**src/rtl/store_buffer_mem.sv**
```systemverilog
// Store buffer for the memory stage: holds committed stores in a circular FIFO,
// drains them in order to the data bus with one outstanding request, merges
// same-word stores into the youngest idle entry and forwards buffered bytes
// to younger loads.
module store_buffer_mem #(
    parameter int unsigned XLEN     = 32,
    parameter int unsigned AW       = 32,
    parameter int unsigned DEPTH    = 4,
    parameter int unsigned COALESCE = 1
) (
    input  logic                       clk,
    input  logic                       start,
    input  logic                       st_valid,
    input  logic [AW-1:0]              st_addr,
    input  logic [XLEN-1:0]            st_data,
    input  logic [XLEN/8-1:0]          st_be,
    output logic                       st_ready,
    input  logic                       ld_valid,
    input  logic [AW-1:0]              ld_addr,
    input  logic [XLEN/8-1:0]          ld_be,
    output logic                       ld_hit,
    output logic [XLEN-1:0]            ld_data,
    output logic                       ld_stall,
    input  logic                       drain_req,
    output logic                       drained,
    output logic                       mem_req_valid,
    input  logic                       mem_req_ready,
    output logic [AW-1:0]              mem_req_addr,
    output logic [XLEN-1:0]            mem_req_data,
    output logic [XLEN/8-1:0]          mem_req_be,
    input  logic                       mem_resp_valid,
    input  logic                       mem_resp_err,
    output logic                       fault_valid,
    output logic [AW-1:0]              fault_addr,
    output logic [$clog2(DEPTH+1)-1:0] count
);

    localparam int unsigned NB  = XLEN / 8;
    localparam int unsigned OFF = $clog2(NB);
    localparam int unsigned PW  = $clog2(DEPTH);
    localparam int unsigned CW  = $clog2(DEPTH + 1);

    typedef enum logic [1:0] {IDLE, REQ, WAIT} state_t;

    state_t          state, state_next;
    logic [AW-1:0]   addr_q [DEPTH];
    logic [XLEN-1:0] data_q [DEPTH];
    logic [NB-1:0]   be_q   [DEPTH];
    logic [PW-1:0]   head, tail, youngest;
    logic [CW-1:0]   count_next;
    logic            accept, merge, push, pop;
    logic            fwd_found, fwd_cover;
    logic [PW-1:0]   fwd_idx, scan_idx;
    logic            ld_unused;

    // Byte-offset bits of the load address play no part in word matching.
    assign ld_unused = ^ld_addr[OFF-1:0];

    // Enqueue is blocked while held in reset, when full, or while draining.
    assign st_ready = start && (count < CW'(DEPTH)) && !drain_req;

    // Enqueue/merge/pop decisions and the resulting occupancy.
    // The youngest entry may absorb a store unless it is the head already
    // handed to the drain FSM (its fields must stay stable on the bus).
    always_comb begin
        accept   = st_valid && st_ready;
        youngest = tail - PW'(1);
        merge    = 1'b0;
        if ((COALESCE != 0) && accept && (count != '0)
            && (addr_q[youngest][AW-1:OFF] == st_addr[AW-1:OFF])
            && !((state != IDLE) && (youngest == head)))
            merge = 1'b1;
        push       = accept && !merge;
        pop        = (state == WAIT) && mem_resp_valid;
        count_next = count + CW'(push) - CW'(pop);
    end

    // Drain FSM next-state logic.
    always_comb begin
        state_next = state;
        unique case (state)
            IDLE: if (count != '0) state_next = REQ;
            REQ:  if (mem_req_ready) state_next = WAIT;
            WAIT: if (mem_resp_valid) state_next = (count_next != '0) ? REQ : IDLE;
            default: state_next = IDLE;
        endcase
    end

    // State, pointers, occupancy and the registered fault pulse.
    always_ff @(posedge clk or negedge start) begin
        if (!start) begin
            state       <= IDLE;
            head        <= '0;
            tail        <= '0;
            count       <= '0;
            fault_valid <= 1'b0;
            fault_addr  <= '0;
        end else begin
            state       <= state_next;
            count       <= count_next;
            fault_valid <= pop && mem_resp_err;
            if (push) tail <= tail + PW'(1);
            if (pop) head <= head + PW'(1);
            if (pop && mem_resp_err) fault_addr <= addr_q[head];
        end
    end

    // Entry storage: new entry at the tail, or byte merge into the youngest.
    always_ff @(posedge clk) begin
        if (push) begin
            addr_q[tail] <= st_addr;
            data_q[tail] <= st_data;
            be_q[tail]   <= st_be;
        end else if (merge) begin
            for (int unsigned b = 0; b < NB; b++)
                if (st_be[b]) data_q[youngest][8*b +: 8] <= st_data[8*b +: 8];
            be_q[youngest] <= be_q[youngest] | st_be;
        end
    end

    // Bus request and drain status.
    always_comb begin
        mem_req_valid = (state == REQ);
        mem_req_addr  = '0;
        mem_req_data  = '0;
        mem_req_be    = '0;
        if (mem_req_valid) begin
            mem_req_addr = addr_q[head];
            mem_req_data = data_q[head];
            mem_req_be   = be_q[head];
        end
        drained = (count == '0) && (state == IDLE);
    end

    // Load forwarding: scan oldest to youngest so the youngest match wins.
    always_comb begin
        fwd_found = 1'b0;
        fwd_idx   = head;
        scan_idx  = head;
        for (int unsigned k = 0; k < DEPTH; k++) begin
            scan_idx = head + PW'(k);
            if ((CW'(k) < count) && (addr_q[scan_idx][AW-1:OFF] == ld_addr[AW-1:OFF])) begin
                fwd_found = 1'b1;
                fwd_idx   = scan_idx;
            end
        end
        fwd_cover = ((be_q[fwd_idx] & ld_be) == ld_be);
        ld_hit    = ld_valid && fwd_found && fwd_cover;
        ld_stall  = ld_valid && fwd_found && !fwd_cover;
        ld_data   = '0;
        if (ld_hit) begin
            for (int unsigned b = 0; b < NB; b++)
                if (ld_be[b]) ld_data[8*b +: 8] = data_q[fwd_idx][8*b +: 8];
        end
    end

endmodule

```
**config.mk**
```make
export PLATFORM = sky130hd
export DESIGN_NAME = store_buffer_mem
export DESIGN_NICKNAME = d
export VERILOG_FILES = /design/src/rtl/store_buffer_mem.sv
export SDC_FILE = /design/constraint.sdc
export NUM_CORES = 1
export LEC_CHECK = 0
export CORE_MARGIN = 2
export CORE_UTILIZATION = 51
export DETAILED_ROUTE_END_ITERATION = 10
export GPL_TIMING_DRIVEN = 0
export PLACE_DENSITY = 0.82
export SYNTH_ARGS = -nofsm -noshare
export SYNTH_HDL_FRONTEND = slang
export SYNTH_SLANG_ARGS = --single-unit
```
**constraint.sdc**
```tcl
create_clock -name clk -period 5.8 [get_ports clk]
set_clock_uncertainty 0.15 [all_clocks]
set_input_delay 0.87 -clock clk [delete_from_list [all_inputs] [get_ports clk]]
set_output_delay 0.87 -clock clk [all_outputs]
set_load 0.01 [all_outputs]
```
== Word level (Yosys, flattened, before mapping) ==
Memories as Yosys holds them, arrays and structs flattened.
Cells that the tools add are included.
Storage, ports and cells
  flip-flop bits (word level): 42
  latch bits: 0
  memory bits (writable): 272
  ROM bits: 0
  input port bits: 112
  output and inout port bits: 141
  logic and storage cells: 113
  memories kept: 3
Operators by class
  $add $sub $neg: 7
  multiply operators: 0
  divide/modulo/power cells: 0
  magnitude comparators: 5
  equality and inequality tests: 12
  shifts and indexed selects: 0
  mux-type cells: 48
  bitwise operators: 2
  reductions and logical operators: 30
Memories
  addr_q: depth 4, width 32, read ports 5, clocked after memory_dff 0, write ports 1, line 46  | logic [AW-1:0] addr_q [DEPTH];
  data_q: depth 4, width 32, read ports 2, clocked after memory_dff 0, write ports 1, line 47  | logic [XLEN-1:0] data_q [DEPTH];
  be_q: depth 4, width 4, read ports 3, clocked after memory_dff 0, write ports 1, line 48  | logic [NB-1:0] be_q [DEPTH];
Operator list (number)
  == test 30 bit: 5
  2-to-1 mux 32 bit: 4
  2-to-1 mux 8 bit: 4
  OR reduction 32 bit: 1
  2-to-1 mux 1 bit: 28
  logical AND 1 bit: 18
  2-to-1 mux 2 bit: 8
  2-to-1 mux 4 bit: 3
  < comparator 1 x 3 -> 1 bit, first input constant: 2
  < comparator 2 x 3 -> 1 bit, first input constant: 2
  one-hot mux 2 bit (3 select lines): 1
  nonzero test 3 bit: 2
  adder 2 x 1 -> 2 bit, second input constant: 2
  adder 2 bit, second input constant: 2
  AND 4 bit: 1
  == test 4 bit: 1
  zero test 1 bit: 4
  != test 2 bit, second input constant: 2
  OR 4 bit: 1
  OR reduction 4 bit: 1
  adder 3 x 1 -> 3 bit: 1
  zero test 3 bit: 1
  < comparator 3 bit, second input constant: 1
  AND reduction 3 bit: 1
  other kinds (8): 8

== Logic depth before layout (Yosys ltp) ==
  word-level depth: 16
  mapped depth: 24
  gate-level depth less buffers: 19

== Worst setup path after synthesis ==
No wires, ideal clock.
  kind: reg2reg
  start point: register tail[0]
  end point: register state[0]
  library setup time: 0.129 ns
  arrival: 5.479 ns
  required time: 5.521 ns
  path slack: 0.042 ns
  stages on the path, launching flop included: 24
  buffers on the path: 5
  clock period less this slack: 5.758 ns
  cell sequence: dfrtp_1 -> clkbuf_1 -> buf_1 -> clkbuf_1 -> clkinv_1 -> ha_1 -> clkbuf_1 -> clkbuf_1 -> mux4_2 -> xor2_1 -> nor4_1 -> nand4_1 -> inv_1 -> nor2_1 -> inv_1 -> ha_1 -> inv_1 -> ha_1 -> fa_1 -> xnor2_1 -> o31ai_1 -> nand2_1 -> o21ai_0 -> o22ai_1
Between the ends
  word-level cells in the longest chain between the ends: 14
  elaborated cells on any way between the ends: 17
  classes of those cells: add/sub (3); eq/ne (2); mux (4); reduce/logical (7); memory (1)
RTL lines
  start: declaration: line 49  | logic [PW-1:0] head, tail, youngest;
  start signal: assignment: line 102  | if (push) tail <= tail + PW'(1);
  subtractor 2 x 1 -> 2 bit (*): line 67  | youngest = tail - PW'(1);
  via youngest[0]: line 49
  memory (4 x 32 bit) or == test 2 bit (tied branches)
  == test 30 bit or logical AND 1 bit (tied branches): line 70, 71
  logical AND 1 bit or zero test 1 bit (tied branches): line 70, 71
  logical AND 1 bit (*): line 71  | && !((state != IDLE) && (youngest == head)))
  2-to-1 mux 1 bit (*): line 69  | if ((COALESCE != 0) && accept && (count != '0)
  zero test 1 bit (*): line 73  | push = accept && !merge;
  logical AND 1 bit (*): line 73
  adder 3 x 1 -> 3 bit (*): line 75  | count_next = count + CW'(push) - CW'(pop);
  subtractor 3 x 1 -> 3 bit (*): line 75
  via count_next[2]: line 50  | logic [CW-1:0] count_next;
  nonzero test 3 bit (*): line 84  | WAIT: if (mem_resp_valid) state_next = (count_next != '0) ? REQ : IDLE;
  2-to-1 mux 1 bit (*): line 84
  2-to-1 mux 2 bit (*): line 84
  one-hot mux 2 bit (3 select lines) (*): line 81  | unique case (state)
  end signal: assignment: line 99  | state <= state_next;
  end: declaration: line 45  | state_t state, state_next;
Mark *: on every way through the listed nets, which the timed path passes. The rest lies on a longest branch. The select of a mux whose other input is x is not followed.
A chain may end at the register's enable or synchronous reset.

== Final worst setup path ==
  start point: register head[1]
  end point: output ld_data[0]
Between the ends
  word-level cells in the longest chain between the ends: 12
  elaborated cells on any way between the ends: 27
  classes of those cells: add/sub (3); eq/ne (5); mux (9); bitwise (1); reduce/logical (6); memory (3)
RTL lines
  start: declaration: line 49
  start signal: assignment: line 103  | if (pop) head <= head + PW'(1);
  adder 2 x 1 -> 2 bit: line 141  | scan_idx = head + PW'(k);
  memory (4 x 32 bit)
  == test 30 bit: line 142  | if ((CW'(k) < count) && (addr_q[scan_idx][AW-1:OFF] == ld_addr[AW-1:OFF])) begin
  logical AND 1 bit: line 142
  2-to-1 mux 2 bit (3 in series): line 142
  memory (4 x 4 bit)
  AND 4 bit: line 147  | fwd_cover = ((be_q[fwd_idx] & ld_be) == ld_be);
  == test 4 bit: line 147
  logical AND 1 bit: line 148  | ld_hit = ld_valid && fwd_found && fwd_cover;
  2-to-1 mux 32 bit (*): line 151  | if (ld_hit) begin
  end: declaration: line 22  | output logic [XLEN-1:0] ld_data,
Mark *: on every way between the ends. The rest lies on a longest branch, timed or not.

==> impl_metrics.env <==
export IMPL_rsz0062_at_grt="true"
export IMPL_maxCapViolations=0
export IMPL_final_cell_mix="edfxtp_1 (272), clkdlybuf4s50_1 (191), nand2_1 (130)"
export IMPL_cts_buffer_depth=3
export IMPL_drt_first_pass_iters=6
export IMPL_synth_top_area_share_pct=42.9
export IMPL_antenna_found_initial=3
export IMPL_hold_class="input pin to async pin"
export IMPL_place_ws_ns=-2.55
export IMPL_place_congestion=1.03
export IMPL_grt_overflow_total=0
export IMPL_synth_compound_area_share_pct=6.88
export IMPL_synth_area_leader_cell="edfxtp_1"
export IMPL_p_per_area_nw_per_um2=512
export IMPL_cp_end_kind="primary output"
export IMPL_fin_crit_sh_pct=104
export IMPL_viasPerCell=6.75
export IMPL_critical_path_class="flip-flop to primary output"
export IMPL_grt_use_total_pct=37.2
export IMPL_netlist_instances=1460
export IMPL_grt_first_pass_wirelength_um=103000
export IMPL_drt_first_iter_violations=2160
export IMPL_syn_num_nets=1581
export IMPL_synthTopCellsByArea="edfxtp_1 (43%), mux4_2 (13%), mux2i_1 (6.6%), dfrtp_1 (5.5%), xnor2_1 (3.9%)"
export IMPL_final_common_cell="edfxtp_1"
export IMPL_synth_xor_area_share_pct=6.80
export IMPL_tightestPinTransition_ns=0.942
export IMPL_io_buffers=226
export IMPL_cp_num_buf_inv=7
export IMPL_vias=15469
export IMPL_syn2layout_area_growth_pct=31.9
export IMPL_setup_slack_ns=-0.254
export IMPL_ys_types=75
export IMPL_cts_made_buffers=35
export IMPL_drc=0
export IMPL_ir_drop_mv=0.326
export IMPL_ys_flop_type="edfxtp_1"
export IMPL_final_setup_viol_count=34
export IMPL_path_max_fanout=9
export IMPL_grt_max_degree=41
export IMPL_fin_area_um2=25100
export IMPL_h_tree_depth=2
export IMPL_outcome="finished with violations"
export IMPL_netlist_area_um2=19000
export IMPL_yosys_area_share_simple_pct=10.4
export IMPL_wl_per_cell_um=32.2
export IMPL_drive_above_1_share_pct=30.1
export IMPL_cts_tree="done"
export IMPL_routed_wl_um=73700
export IMPL_fmax_mhz=165
export IMPL_clk_pin_slew_ns=0.06
export IMPL_syn_avg_cell_area_um2=13.0
export IMPL_critPathArrivalTime_ns=5.03
export IMPL_cts_hold_fix_buffers=0
export IMPL_placed_cell_area_um2=22000
export IMPL_core_um2=36700
export IMPL_synthAdderAreaFrac_pct=0.631
export IMPL_synth_top_family_by_area="multiplexers"
export IMPL_crit_chain="buf_12 -> buf_16 -> buf_16 -> buf_12 -> mux2i_4 -> xnor2_1 -> nor4_2 -> nand4_1 -> a21oi_2 -> nand3_4 -> and2_4 -> o311a_4 -> a221oi_4 -> a32oi_4 -> buf_4 -> buf_4 -> nor4b_4 -> buf_2"
export IMPL_fin_total_pwr_uw=12900
export IMPL_start_util_pct=51.9
export IMPL_num_rows=70
export IMPL_crit_path_start_kind="flip-flop"
export IMPL_drv_slew=0
export IMPL_dp_hpwl_um=52900
export IMPL_period_minus_slack_ns=6.05
export IMPL_finalHoldViolations=0
export IMPL_ys_async_sr_fraction_pct=13.4
export IMPL_clk_latency_ns=0.57
export IMPL_fin_nets=1917
export IMPL_synth_edf_count=272
export IMPL_cts_root_buf="clkbuf_16"
export IMPL_relSlewSlack_pct=35.4
export IMPL_die_x_um=197
export IMPL_max_stage_delay_ns=0.38
export IMPL_postRouteAntennaNets=0
export IMPL_clock_sinks=314
export IMPL_yosysWarningCount=0
export IMPL_die_area_um2=38900
export IMPL_io_pins=253
export IMPL_grt_pass1_vias=15089
export IMPL_muxShareOfSynthArea_pct=23.1
export IMPL_worstPathRequired_ns=4.78
export IMPL_synth_seq_cells=314
export IMPL_p_leak_uw=0.00874
export IMPL_yosysSeqAreaShare_pct=48.4
export IMPL_violations="setup timing"
export IMPL_die_height_um=197
export IMPL_slowest_stage="nor4_2"
export IMPL_crit_family="simple AND/OR/NAND/NOR gates"
layout make-up:
type | count | area (µm²)
clock inverter | 18 | 124
timing repair buffer | 306 | 2950
multi-input combinational | 1005 | 10200
tap | 468 | 586
antenna | 3 | 7.51
buffer | 109 | 993
fill | 2480 | 11600
inverter | 25 | 97.6
sequential | 314 | 9220
clock buffer | 45 | 923
cell families (layout without fill, tap and decap cells):
| kind of cell | count (synthesis) | after routing |
|---|---|---|
| simple gates | 364 | 364 |
| flops | 314 | 314 |
| mux | 292 | 292 |
| compound gates | 193 | 193 |
| xor+xnor | 147 | 147 |
| buf+inv | 141 | 503 |
| fa+ha+maj | 9 | 9 |
| other cells | 0 | 3 |
registers in the layout, indices dropped and copies added, names as in the netlist:
| signal | count |
|---|---|
| fault_valid | 1 |
| be_q | 16 |
| state | 2 |
| count | 3 |
| tail | 2 |
| addr_q | 128 |
| head | 2 |
| data_q | 128 |
| fault_addr | 32 |
Yosys cell counts, types with 7 or more instances:
master / number
mux2i_1: 126
buf_1: 19
nor4_1: 13
o21ai_0: 74
nand2_1: 131
ha_1: 8
nor3_1: 10
and3_1: 7
buf_6: 15
mux4_2: 110
a2111oi_0: 8
buf_2: 20
xnor2_1: 84
o2111ai_1: 8
nor2_1: 70
o22ai_1: 12
and2_1: 42
mux2_2: 53
inv_1: 23
edfxtp_1: 272
buf_4: 12
nor4_2: 24
nand3_1: 20
nand4_1: 18
dfrtp_1: 42
xor2_1: 62
a21oi_1: 25
clkbuf_1: 50
through the flow:
| stage | utilization [%] | instances | TNS, ns | hold slack, ns |
|---|---|---|---|---|
| floorplan | - | 1460 | 0 | 0.334 |
| global placement | 59.6 | 2154 | -620.29 | 0.310 |
| detailed placement | 60.0 | 2159 | -590.23 | 0.320 |
| CTS | 66.5 | 2268 | -2.34 | 0.00154 |
| global route | 68.4 | 2293 | -6.15 | -0.00662 |
| finish | 68.4 | 2293 | -4.60 | 0.0102 |
final timing paths:
| check | cells past startpoint | startpoint | slack [ns] | to |
|---|---|---|---|---|
| min | 1 | start | 0.01 | tail[0]$_DFFE_PN0P_ |
| max | 18 | head[1]$_DFFE_PN0P_ | -0.25 | ld_data[0] |
| min reg2reg | 2 | fault_addr[20]$_DFFE_PN0P_ | 0.33 | fault_addr[20]$_DFFE_PN0P_ |
| min in group clk | 2 | fault_addr[20]$_DFFE_PN0P_ | 0.33 | fault_addr[20]$_DFFE_PN0P_ |
| max reg2reg | 15 | tail[0]$_DFFE_PN0P_ | 0.13 | data_q[0][19]$_DFFE_PP_ |
| max in group asynchronous | 2 | start | 4.96 | fault_addr[19]$_DFFE_PN0P_ |
power by group:
part / switching, µW / leakage (µW) / internal, µW / total (µW)
registers: 157 / 0.00297 / 2670 / 2830
logic: 4340 / 0.00527 / 3600 / 7940
clock network: 945 / 0.000502 / 1140 / 2080
total: 5440 / 0.00874 / 7410 / 12900
worst reg2reg max path: cells and delay by family, from the launching register on:
kind                       cells  cell delay [ns]
and+or+nand+nor                4             1.82
DFF                            1             0.43
AOI/OAI and AO/OA              1             0.33
xor gates and xnor gates       1             0.24
muxes                          1             0.34
buffers and inverters          7             1.64
adders and majority gates      1             0.34
metal layers:
metal / track usage (%) / part of all wire (%)
met5: 0 / 0
met4: 13.8 / 4.1
met3: 8.11 / 12
met2: 56.4 / 45
met1: 53.0 / 39
timing repair:
| item | CTS | global route |
|---|---|---|
| setup buffers | 50 | 26 |
| gates cloned | 1 | 1 |
| pin swaps | 57 | 26 |
| setup endpoints to repair | 369 | 184 |
| endpoints found under the hold margin | 0 | 0 |
| resized for setup | 409 | 110 |
Power figures use the tool's default switching activity.
